### src/rtl/instr_type.sv
// Shared RV32I encoder types: opcode kinds, format classes, 7-bit opcodes and shift funct3 codes.
package instr_type;

    typedef enum logic [3:0] {
        lui,
        auipc,
        jal,
        jalr,
        branch_type,
        load_type,
        store_type,
        imm_arith_type,
        reg_arith_type,
        fence_type,
        system_type,
        invalid
    } opcode_t;

    typedef enum logic [2:0] {
        FMT_R,
        FMT_I,
        FMT_S,
        FMT_B,
        FMT_U,
        FMT_J,
        FMT_NONE
    } format_t;

    localparam logic [6:0] OP_LUI    = 7'b0110111;
    localparam logic [6:0] OP_AUIPC  = 7'b0010111;
    localparam logic [6:0] OP_JAL    = 7'b1101111;
    localparam logic [6:0] OP_JALR   = 7'b1100111;
    localparam logic [6:0] OP_BRANCH = 7'b1100011;
    localparam logic [6:0] OP_LOAD   = 7'b0000011;
    localparam logic [6:0] OP_STORE  = 7'b0100011;
    localparam logic [6:0] OP_IMM    = 7'b0010011;
    localparam logic [6:0] OP_REG    = 7'b0110011;
    localparam logic [6:0] OP_FENCE  = 7'b0001111;
    localparam logic [6:0] OP_SYSTEM = 7'b1110011;

    localparam logic [2:0] F3_SLL = 3'b001;
    localparam logic [2:0] F3_SR  = 3'b101;

endpackage

### src/rtl/encode_opcode.sv
// Combinational map from opcode kind to the 7-bit major opcode and its format class.
module encode_opcode
    import instr_type::*;
(
    input  opcode_t     kind,
    output logic [6:0]  opcode,
    output format_t     fmt
);

    always_comb begin
        opcode = 7'b0;
        fmt    = FMT_NONE;
        case (kind)
            lui:            begin opcode = OP_LUI;    fmt = FMT_U; end
            auipc:          begin opcode = OP_AUIPC;  fmt = FMT_U; end
            jal:            begin opcode = OP_JAL;    fmt = FMT_J; end
            jalr:           begin opcode = OP_JALR;   fmt = FMT_I; end
            branch_type:    begin opcode = OP_BRANCH; fmt = FMT_B; end
            load_type:      begin opcode = OP_LOAD;   fmt = FMT_I; end
            store_type:     begin opcode = OP_STORE;  fmt = FMT_S; end
            imm_arith_type: begin opcode = OP_IMM;    fmt = FMT_I; end
            reg_arith_type: begin opcode = OP_REG;    fmt = FMT_R; end
            fence_type:     begin opcode = OP_FENCE;  fmt = FMT_I; end
            system_type:    begin opcode = OP_SYSTEM; fmt = FMT_I; end
            default:        begin opcode = 7'b0;      fmt = FMT_NONE; end
        endcase
    end

endmodule

### src/rtl/encode_instr.sv
// Two-stage valid/ready RV32I instruction encoder (fields in, packed word out).
// Optional immediate range checking is enabled with `define ENCODE_RANGE_CHECK_EN.
module encode_instr
    import instr_type::*;
#(
    parameter int XLEN = 32
) (
    input  logic             clk,
    input  logic             rst,
    input  logic             in_valid,
    output logic             in_ready,
    input  opcode_t          in_type,
    input  logic [4:0]       in_rd,
    input  logic [4:0]       in_rs1,
    input  logic [4:0]       in_rs2,
    input  logic [2:0]       in_funct3,
    input  logic [6:0]       in_funct7,
    input  logic [XLEN-1:0]  in_imm,
    output logic             out_valid,
    input  logic             out_ready,
    output logic [XLEN-1:0]  out_instr,
    output logic             out_err
);

    logic [6:0]      op_next;
    format_t         fmt_next;
    logic            shift_next;
    logic            range_err;

    logic            rdy_reg;
    logic            s1_valid_reg;
    logic [6:0]      s1_op_reg;
    format_t         s1_fmt_reg;
    logic            s1_shift_reg;
    logic [4:0]      s1_rd_reg;
    logic [4:0]      s1_rs1_reg;
    logic [4:0]      s1_rs2_reg;
    logic [2:0]      s1_f3_reg;
    logic [6:0]      s1_f7_reg;
    logic [XLEN-1:0] s1_imm_reg;
    logic            s1_err_reg;

    logic            s2_valid_reg;
    logic [XLEN-1:0] s2_instr_reg;
    logic            s2_err_reg;
    logic [XLEN-1:0] pack_next;

    logic            s1_load;
    logic            s2_load;

    encode_opcode u_opcode (
        .kind   (in_type),
        .opcode (op_next),
        .fmt    (fmt_next)
    );

    assign shift_next = (in_type == imm_arith_type) &&
                        ((in_funct3 == F3_SLL) || (in_funct3 == F3_SR));

`ifdef ENCODE_RANGE_CHECK_EN
    logic signed [XLEN-1:0] imm_s;
    assign imm_s = $signed(in_imm);

    always_comb begin
        range_err = 1'b0;
        case (fmt_next)
            FMT_I, FMT_S: begin
                if (shift_next)
                    range_err = (in_imm > 32'd31);
                else
                    range_err = (imm_s < -32'sd2048) || (imm_s > 32'sd2047);
            end
            FMT_B: range_err = in_imm[0] || (imm_s < -32'sd4096) || (imm_s > 32'sd4094);
            FMT_J: range_err = in_imm[0] || (imm_s < -32'sd1048576) || (imm_s > 32'sd1048574);
            FMT_U: range_err = (in_imm[11:0] != 12'd0);
            default: range_err = 1'b0;
        endcase
    end
`else
    assign range_err = 1'b0;
`endif

    // A stage may load when it is empty or its occupant leaves this cycle.
    assign s2_load   = !s2_valid_reg || out_ready;
    assign s1_load   = !s1_valid_reg || s2_load;
    assign in_ready  = rdy_reg && s1_load;

    always_comb begin
        pack_next = '0;
        case (s1_fmt_reg)
            FMT_R: pack_next = {s1_f7_reg, s1_rs2_reg, s1_rs1_reg, s1_f3_reg, s1_rd_reg, s1_op_reg};
            FMT_I: begin
                if (s1_shift_reg)
                    pack_next = {s1_f7_reg, s1_imm_reg[4:0], s1_rs1_reg, s1_f3_reg, s1_rd_reg, s1_op_reg};
                else
                    pack_next = {s1_imm_reg[11:0], s1_rs1_reg, s1_f3_reg, s1_rd_reg, s1_op_reg};
            end
            FMT_S: pack_next = {s1_imm_reg[11:5], s1_rs2_reg, s1_rs1_reg, s1_f3_reg,
                                s1_imm_reg[4:0], s1_op_reg};
            FMT_B: pack_next = {s1_imm_reg[12], s1_imm_reg[10:5], s1_rs2_reg, s1_rs1_reg, s1_f3_reg,
                                s1_imm_reg[4:1], s1_imm_reg[11], s1_op_reg};
            FMT_U: pack_next = {s1_imm_reg[31:12], s1_rd_reg, s1_op_reg};
            FMT_J: pack_next = {s1_imm_reg[20], s1_imm_reg[10:1], s1_imm_reg[11],
                                s1_imm_reg[19:12], s1_rd_reg, s1_op_reg};
            default: pack_next = '0;
        endcase
    end

    always_ff @(posedge clk or negedge rst) begin
        if (!rst) begin
            rdy_reg      <= 1'b0;
            s1_valid_reg <= 1'b0;
            s1_op_reg    <= 7'b0;
            s1_fmt_reg   <= FMT_NONE;
            s1_shift_reg <= 1'b0;
            s1_rd_reg    <= 5'b0;
            s1_rs1_reg   <= 5'b0;
            s1_rs2_reg   <= 5'b0;
            s1_f3_reg    <= 3'b0;
            s1_f7_reg    <= 7'b0;
            s1_imm_reg   <= '0;
            s1_err_reg   <= 1'b0;
            s2_valid_reg <= 1'b0;
            s2_instr_reg <= '0;
            s2_err_reg   <= 1'b0;
        end else begin
            rdy_reg <= 1'b1;
            if (s1_load) begin
                s1_valid_reg <= in_valid && rdy_reg;
                if (in_valid && rdy_reg) begin
                    s1_op_reg    <= op_next;
                    s1_fmt_reg   <= fmt_next;
                    s1_shift_reg <= shift_next;
                    s1_rd_reg    <= in_rd;
                    s1_rs1_reg   <= in_rs1;
                    s1_rs2_reg   <= in_rs2;
                    s1_f3_reg    <= (in_type == jalr) ? 3'b000 : in_funct3;
                    s1_f7_reg    <= in_funct7;
                    s1_imm_reg   <= in_imm;
                    s1_err_reg   <= (fmt_next == FMT_NONE) || range_err;
                end
            end
            if (s2_load) begin
                s2_valid_reg <= s1_valid_reg;
                if (s1_valid_reg) begin
                    s2_instr_reg <= pack_next;
                    s2_err_reg   <= s1_err_reg;
                end
            end
        end
    end

    assign out_valid = s2_valid_reg;
    assign out_instr = s2_instr_reg;
    assign out_err   = s2_err_reg;

endmodule

### config.mk
export PLATFORM = sky130hd
export DESIGN_NAME = encode_instr
export DESIGN_NICKNAME = d
export VERILOG_FILES = /design/src/rtl/instr_type.sv /design/src/rtl/encode_opcode.sv /design/src/rtl/encode_instr.sv
export SDC_FILE = /design/constraint.sdc
export NUM_CORES = 1
export LEC_CHECK = 0
export ABC_AREA = 1
export CORE_ASPECT_RATIO = 1.75
export CORE_MARGIN = 3
export CORE_UTILIZATION = 38
export CTS_BUF_LIST = sky130_fd_sc_hd__clkbuf_16
export CTS_CLUSTER_SIZE = 28
export DETAILED_ROUTE_END_ITERATION = 10
export SLEW_MARGIN = 20
export SYNTH_ARGS = -nofsm -noshare
export SYNTH_HDL_FRONTEND = slang
export SYNTH_SLANG_ARGS = --single-unit
### constraint.sdc
create_clock -name clk -period 3.4 [get_ports clk]
set_input_delay 0.34 -clock clk [delete_from_list [all_inputs] [get_ports clk]]
set_output_delay 0.34 -clock clk [all_outputs]
set_load 0.01 [all_outputs]
Yosys cells after proc, flatten, opt, wreduce, memory -nomap -nowiden
Memories as Yosys holds them, arrays and structs flattened.
Cells that the tools add are included.
W data, S select, Z words.
{ "totals": {"elab_cells": 40, "regBits": 105, "in_bits": 65, "mem_count": 1, "mem_bits_ro": 160, "out_inout_bits": 35} }
{ "classes": {"n_reduce_logical": 11, "eq_ne": 10, "mux": 3} }
{ "mem_list": {"columns": ["memory", "words", "word_bits", "rd", "rd_ports_with_merged_regs", "wr", "line", "rtl"], "rows": [
  ["(no name shown)", 16, 10, 1, 0, 0, "encode_opcode.sv:13", "case (kind)"]
]} }
{ "ops": {"columns": ["cell", "n"], "rows": [
  ["$pmux W32 S6", 1],
  ["$mux W32", 1],
  ["$eq A3 B3 Y1 const B", 4],
  ["$eq A3 B1 Y1 const B", 2],
  ["$eq A3 B2 Y1 const B", 2],
  ["$eq A4 B2 Y1 const B", 1],
  ["$eq A4 B3 Y1 const B", 1],
  ["$reduce_and A2 Y1", 2],
  ["$logic_and A1 B1 Y1", 3],
  ["$logic_not A3 Y1", 1],
  ["$logic_or A1 B1 Y1", 3],
  ["$mux W3", 1],
  ["$logic_not A1 Y1", 2]
]} }

Logic depth before layout (Yosys ltp)
Gate-level depths: netlist (run 1).
{ "logic_depth": {"depth_word": 4, "depth_mapped": 9, "mapped_depth_nobuf": 9} }

By module
From an unflattened synthesis (run 1), not the netlist that was laid out.
{ "unflattened": {"hier_cells": 605, "hier_area_um2": 4889.7} }
{ "modules_own_cells": {"columns": ["mod", "n_inst", "area_each_um2", "cells_each", "seq_area_each_um2"], "rows": [
  ["encode_instr", 1, 4652.0, 564, 2630.0],
  ["encode_opcode", 1, 237.7, 41, 0.0]
]} }

Worst setup path after synthesis (run 1)
No wires, ideal clock.
{ "synth_timing": {"path_kind": "reg2reg", "startpoint": "register s2_valid_reg, in the netlist out_valid", "endpoint": "register s2_instr_reg[10], in the netlist out_instr[10]", "path_stages_with_launch": 7, "path_buffers": 2, "arrival_time_ns": 1.144, "synth_period_minus_slack_ns": 1.268, "t_required_ns": 3.276, "setup_ns": 0.124, "setup_slack_ns": 2.132, "cell_sequence": "dfrtp_1 > a21oi_2 > buf_4 > inv_2 > buf_2 > a21oi_1 > a21oi_1"} }
{ "synth_between": {"elab_chain_len": 3} }
{ "synth_lines": {"columns": ["element", "line", "rtl"], "rows": [
  ["from (decl)", "encode_instr.sv:43", "logic s2_valid_reg;"],
  ["from (signal assigned)", "encode_instr.sv:144", "s2_valid_reg <= s1_valid_reg;"],
  ["$logic_not A1 Y1", "encode_instr.sv:84", "assign s2_load = !s2_valid_reg || out_ready;"],
  ["$logic_or A1 B1 Y1", "encode_instr.sv:84", null],
  ["$reduce_and A2 Y1 (no line)", null, null],
  ["to (signal assigned)", "encode_instr.sv:146", "s2_instr_reg <= pack_next;"],
  ["to (decl)", "encode_instr.sv:44", "logic [XLEN-1:0] s2_instr_reg;"]
]} }
Every way passes these cells.
A chain may end at the register's enable or synchronous reset.

Worst setup path in the final report (run 1)
{ "layout_timing": {"startpoint": "register s1_fmt_reg[2]", "endpoint": "register s2_instr_reg[14], in the netlist out_instr[14]"} }
{ "layout_between": {"elab_chain_len": 2, "word_cells_on_any_way": 7, "cone_classes": "5 x eq/ne; 1 x mux; 1 x reduce/logical"} }
{ "layout_lines": {"columns": ["element", "line", "rtl"], "rows": [
  ["from (decl)", "encode_instr.sv:33", "format_t s1_fmt_reg;"],
  ["from (signal assigned)", "encode_instr.sv:132", "s1_fmt_reg <= fmt_next;"],
  ["$eq A3 B3 Y1 (tied with other cells)", "encode_instr.sv:90", "case (s1_fmt_reg)"],
  ["$pmux W32 S6 *", "encode_instr.sv:90", null]
]} }
Every way passes the cells marked *; elsewhere a longest branch is shown, timed or not.

==> metrics, run 1 <==
outcome=finished, final reports clean; YS warnings=0; max-slew violations=0; fin nets=741; Worst Skew=0.00792 ns; R2R depth=3; Leak=0.00297 µW; Critical-path top delay cell=dfstp_2; initial DRC count=272; layout cells sized above 1=0.0414; worst skew pair latency=0.34 ns; number of flip-flops in the largest register=32; CP max FO=30; Die Y=152 µm; DRC=0; # IOs=100; Synth-to-Final Area Change=29.5%; post-synthesis net count=654; # H-tree levels=3; # hold bufs at CTS=0; GRT Total Usage=0.183; nature of the critical path startpoint=flip-flop; post-synthesis cell count=585; critical path, cell by cell=inv_1 -> o21ai_2 -> o21ai_0; first-pass GRT wire length=19,600 µm; critical path arrival=2.37 ns; total congestion overflow=0; CTS Buffer Depth=2; GPL Wtd Cong=0.839; Unique masters post-synth=24; post-synth top area share=0.544; clock sinks=103; Resized cells post-CTS=0; vias per cell=4.75; top cells by area, synth=dfrtp_1 (54%), nand2_1 (23%), o21ai_0 (5.3%); Mean Syn Cell Area=7.94 µm²; clock root cell=clkbuf_16; vias in the first global route=4,022; initial antenna violation count=0; Async S/R FF share, synth=1.00; FF/Latch Area=2580 µm²; CP endpoint kind=flip-flop; Setup-failing EPs final=0; Slew HR=0.483; Inserted Clock Buffers=9; postcts setup bufs=0; core area=11,800 µm²; ANT nets after route=0; drt first pass iters=4; Max-Cap Viols=0; number of fill cells=1,132; Post-synth top cells=nand2_1 (285), dfrtp_1 (101), o21ai_0 (49), inv_1 (37), nand3_1 (32); die area=13,600 µm²; IO buf count=99; Final Cycle Share=0.638; Seq/Total Area, Yosys=0.555; RSZ-0062 raised after global routing=false; most numerous cell in the Yosys netlist=nand2_1; Post-Layout Inst Area=6020 µm²; placed cells=823; DRT Wirelength=12,000 µm; Least-Margin Pin Slew=0.776 ns; Setup WS post-layout=1.23 ns; post-detail-place hpwl=8440 µm; n_diodes=0; Fmax achieved=461 MHz; CP required=3.60 ns; Primary FF master, synth=dfrtp_1; Peak VDD IR=0.260 mV; critical path class=reg -> reg; Final min period=2.17 ns; drt wl/cell=14.4 µm; number of synthesized flops with an enable pin=0; Multi-input gate area=1770 µm²; pre-CTS setup slack=1.22 ns; Vias=3,986; Final Hold Vio Count=0; Worst path max stage delay=0.88 ns; TNS Setup=0 ns; Mapped Area=4650 µm²; Clock transition at path regs=0.07 ns; dpl cell area=5730 µm²; Pwr per Cell Area=566 nW/µm²; CTS tree=yes; post-synthesis register bit count=103; HP Class=in -> async; Starting Density=0.395; Die X-Extent=89.6 µm; largest net degree at the start of global routing=84; fin cells=839; largest area contributor in the netlist=dfrtp_1; worst hold slack=0.0119 ns; # rows=52
worst max-delay path: cells and delay by family, from the launching register on:
family | cells | cell delay (ns)
flops | 1 | 0.88
compound gates | 2 | 0.74
buf+inv | 1 | 0.39
path summary, 6_finish.rpt:
kind | from | end | slack, ns
setup / recovery | s1_fmt_reg[2] | out_instr[14] | 1.23
hold / removal | rst | s1_op_reg[4] | 0.01
setup reg to reg | s1_fmt_reg[2] | out_instr[14] | 1.23
hold reg to reg | s1_rs1_reg[4] | s1_rs1_reg[4] | 0.48
max in group asynchronous | rst | s1_shift_reg | 2.53
min in group clk | s1_rs1_reg[4] | s1_rs1_reg[4] | 0.48
logic make-up after synthesis:
kind of cell               after synthesis  share of synthesized area
adders and majority gates                4                     0.0108
other                                    1                   0.000807
AOI/OAI and AO/OA                       67                     0.0770
DFF                                    103                      0.555
buffers and inverters                   68                     0.0641
and+or+nand+nor                        342                      0.292
per-stage QoR:
stage	total power, µW	util
after CTS	3450	0.511
after global routing	3610	0.511
after global placement	2430	0.487
final	3410	0.511
after floorplan	2000	-
after detailed placement	2450	0.487
cell type report:
class                           count  area share
Timing Repair Buffer              104       0.171
Clock buffer                        9      0.0374
Inverter                           40      0.0250
Tap cell                          162      0.0337
Multi-Input combinational cell    414       0.294
Clock inverter                      7     0.00957
Sequential cell                   103       0.429
where the power goes:
part	total, µW	internal, µW	leakage [µW]	switching (µW)
logic	790	392	0.00154	398
clock network	992	559	0.000147	433
registers	1620	1450	0.00129	174
metal layers:
| metal | wire, µm | GRT usage |
|---|---|---|
| met1 | 5050 | 0.230 |
| met2 | 6290 | 0.304 |
| met3 | 398 | 0.0314 |
| met4 | 314 | 0.0731 |
| met5 | 0 | 0 |
cell usage in the layout (no fill, tap or decap), types with 2 or more instances in the layout:
master / instances
ha_1: 4
o211ai_1: 2
nand4_1: 7
inv_2: 3
a21oi_1: 9
dfstp_2: 2
nor2_1: 15
nor2_4: 2
a31oi_1: 2
nand2_1: 284
o21ai_0: 49
nand3_1: 32
a22oi_1: 2
clkdlybuf4s50_1: 98
buf_4: 5
clkbuf_16: 9
inv_1: 40
dfrtp_1: 101
(Power assumes the default switching activity.)
==> run 2, diff against run 1 <==
Clock period 3.4 ns to 2.1 ns, I/O delays scaled along.
==> run 2 against run 1 <==
Hold slack gained 0.23 ns. Clock power grew 49%. Register-to-register slack lost 0.77 ns. Non-clock buffer count grew 4. Largest cell class unchanged.
==> metrics, run 2 (synthesis gave the netlist of run 1 again) <==
CTS tree=yes; # rows=52; placed cells=826; first-pass GRT wire length=19,400 µm; critical path arrival=1.55 ns; Slew HR=0.599; worst hold slack=0.243 ns; GPL Wtd Cong=0.817; Leak=0.00300 µW; GRT Total Usage=0.182; fin nets=745; Die Y=152 µm; Pwr per Cell Area=891 nW/µm²; Max-Cap Viols=0; die area=13,600 µm²; layout cells sized above 1=0.0470; outcome=finished, final reports clean; Worst Skew=0.00798 ns; max-slew violations=0; post-detail-place hpwl=8260 µm; postcts setup bufs=0; Fmax achieved=567 MHz; Synth-to-Final Area Change=30.4%; Final min period=1.76 ns; # H-tree levels=3; Peak VDD IR=0.455 mV; nature of the critical path startpoint=flip-flop; HP Class=in -> async; DRC=0; initial antenna violation count=0; Vias=4,006; initial DRC count=280; clock sinks=103; vias in the first global route=3,962; critical path class=reg -> out; vias per cell=4.75; RSZ-0062 raised after global routing=false; most frequent cells in the layout=nand2_1 (284), dfrtp_1 (101), clkdlybuf4s50_1 (98); Final Cycle Share=0.840; Setup-failing EPs final=0; drt first pass iters=4; IO buf count=99; number of flip-flops in the largest register=32; Clock transition at path regs=0.06 ns; largest net degree at the start of global routing=66; Final Hold Vio Count=0; Starting Density=0.395; CTS Buffer Depth=2; # IOs=100; Least-Margin Pin Slew=0.601 ns; TNS Setup=0 ns; CP endpoint kind=output pin; Die X-Extent=89.6 µm; ANT nets after route=0; DRT Wirelength=11,800 µm; total congestion overflow=0; clock root cell=clkbuf_16; worst skew pair latency=0.35 ns; fin cells=843; commonest non-fill, non-tap cell in the layout=nand2_1; Inserted Clock Buffers=9; core area=11,800 µm²; drt wl/cell=14.0 µm; number of fill cells=1,159; n_diodes=0; CP required=1.89 ns; CP max FO=4
## run 2: routing by layer
| layer | vias to the layer above | GRT usage | part of all wire |
|---|---|---|---|
| li1 | 2004 | - | - |
| met1 | 1898 | 0.235 | 0.42 |
| met2 | 95 | 0.299 | 0.53 |
| met3 | 9 | 0.0384 | 0.042 |
| met4 | 0 | 0.0596 | 0.014 |
| met5 | - | 0 | 0 |
## run 2: worst max-delay path: stages, from the launching register on
cell	delay, ns
dfrtp_1	0.42
nand3_1	0.15
nand2_1	0.07
inv_1	0.05
clkdlybuf4s50_1	0.52
## run 2: report_power, final
group | switching [µW] | internal [µW] | total (µW)
registers | 247 | 2350 | 2590
logic | 673 | 651 | 1320
clock network | 697 | 784 | 1480
## run 2: layout make-up
cell class                      instances  area, µm²  share of cell area
Sequential cell                       103       2580               0.426
Multi-Input combinational cell        414       1770               0.292
Timing Repair Buffer                  108       1100               0.181
Clock buffer                            9        225              0.0372
Tap cell                              162        203              0.0335
Inverter                               40        150              0.0248
Clock inverter                          7       33.8             0.00558
## run 2: path summary, 6_finish.rpt
kind	start	endpoint	slack, ns	depth (start not counted)
worst max-delay path	out_valid	in_ready	0.34	4
worst min-delay path	rst	rdy_reg	0.24	2
worst max register to register	s1_fmt_reg[2]	out_instr[23]	0.46	6
worst min register to register	s1_rs1_reg[0]	s1_rs1_reg[0]	0.48	2
max in group asynchronous	rst	s1_imm_reg[15]	1.24	3
min in group clk	in_rs2[3]	s1_rs2_reg[3]	0.39	3
## run 2: through the flow
| stage | setup WS [ns] | total power [µW] | utilization | cell area [µm²] |
|---|---|---|---|---|
| after global placement | 0.401 | 3950 | 0.492 | 5790 |
| after global routing | 0.255 | 5730 | 0.515 | 6060 |
| final | 0.336 | 5400 | 0.515 | 6060 |
| after detailed placement | 0.394 | 3970 | 0.492 | 5790 |
| after CTS | 0.309 | 5480 | 0.515 | 6060 |
| after floorplan | 0.832 | 3240 | - | 4650 |
## run 2: timing repair
action | 4_1_cts | 5_1_grt
hold endpoints to repair | 101 | 0
gates resized for setup | 0 | 0
hold buffers | 1 | 0
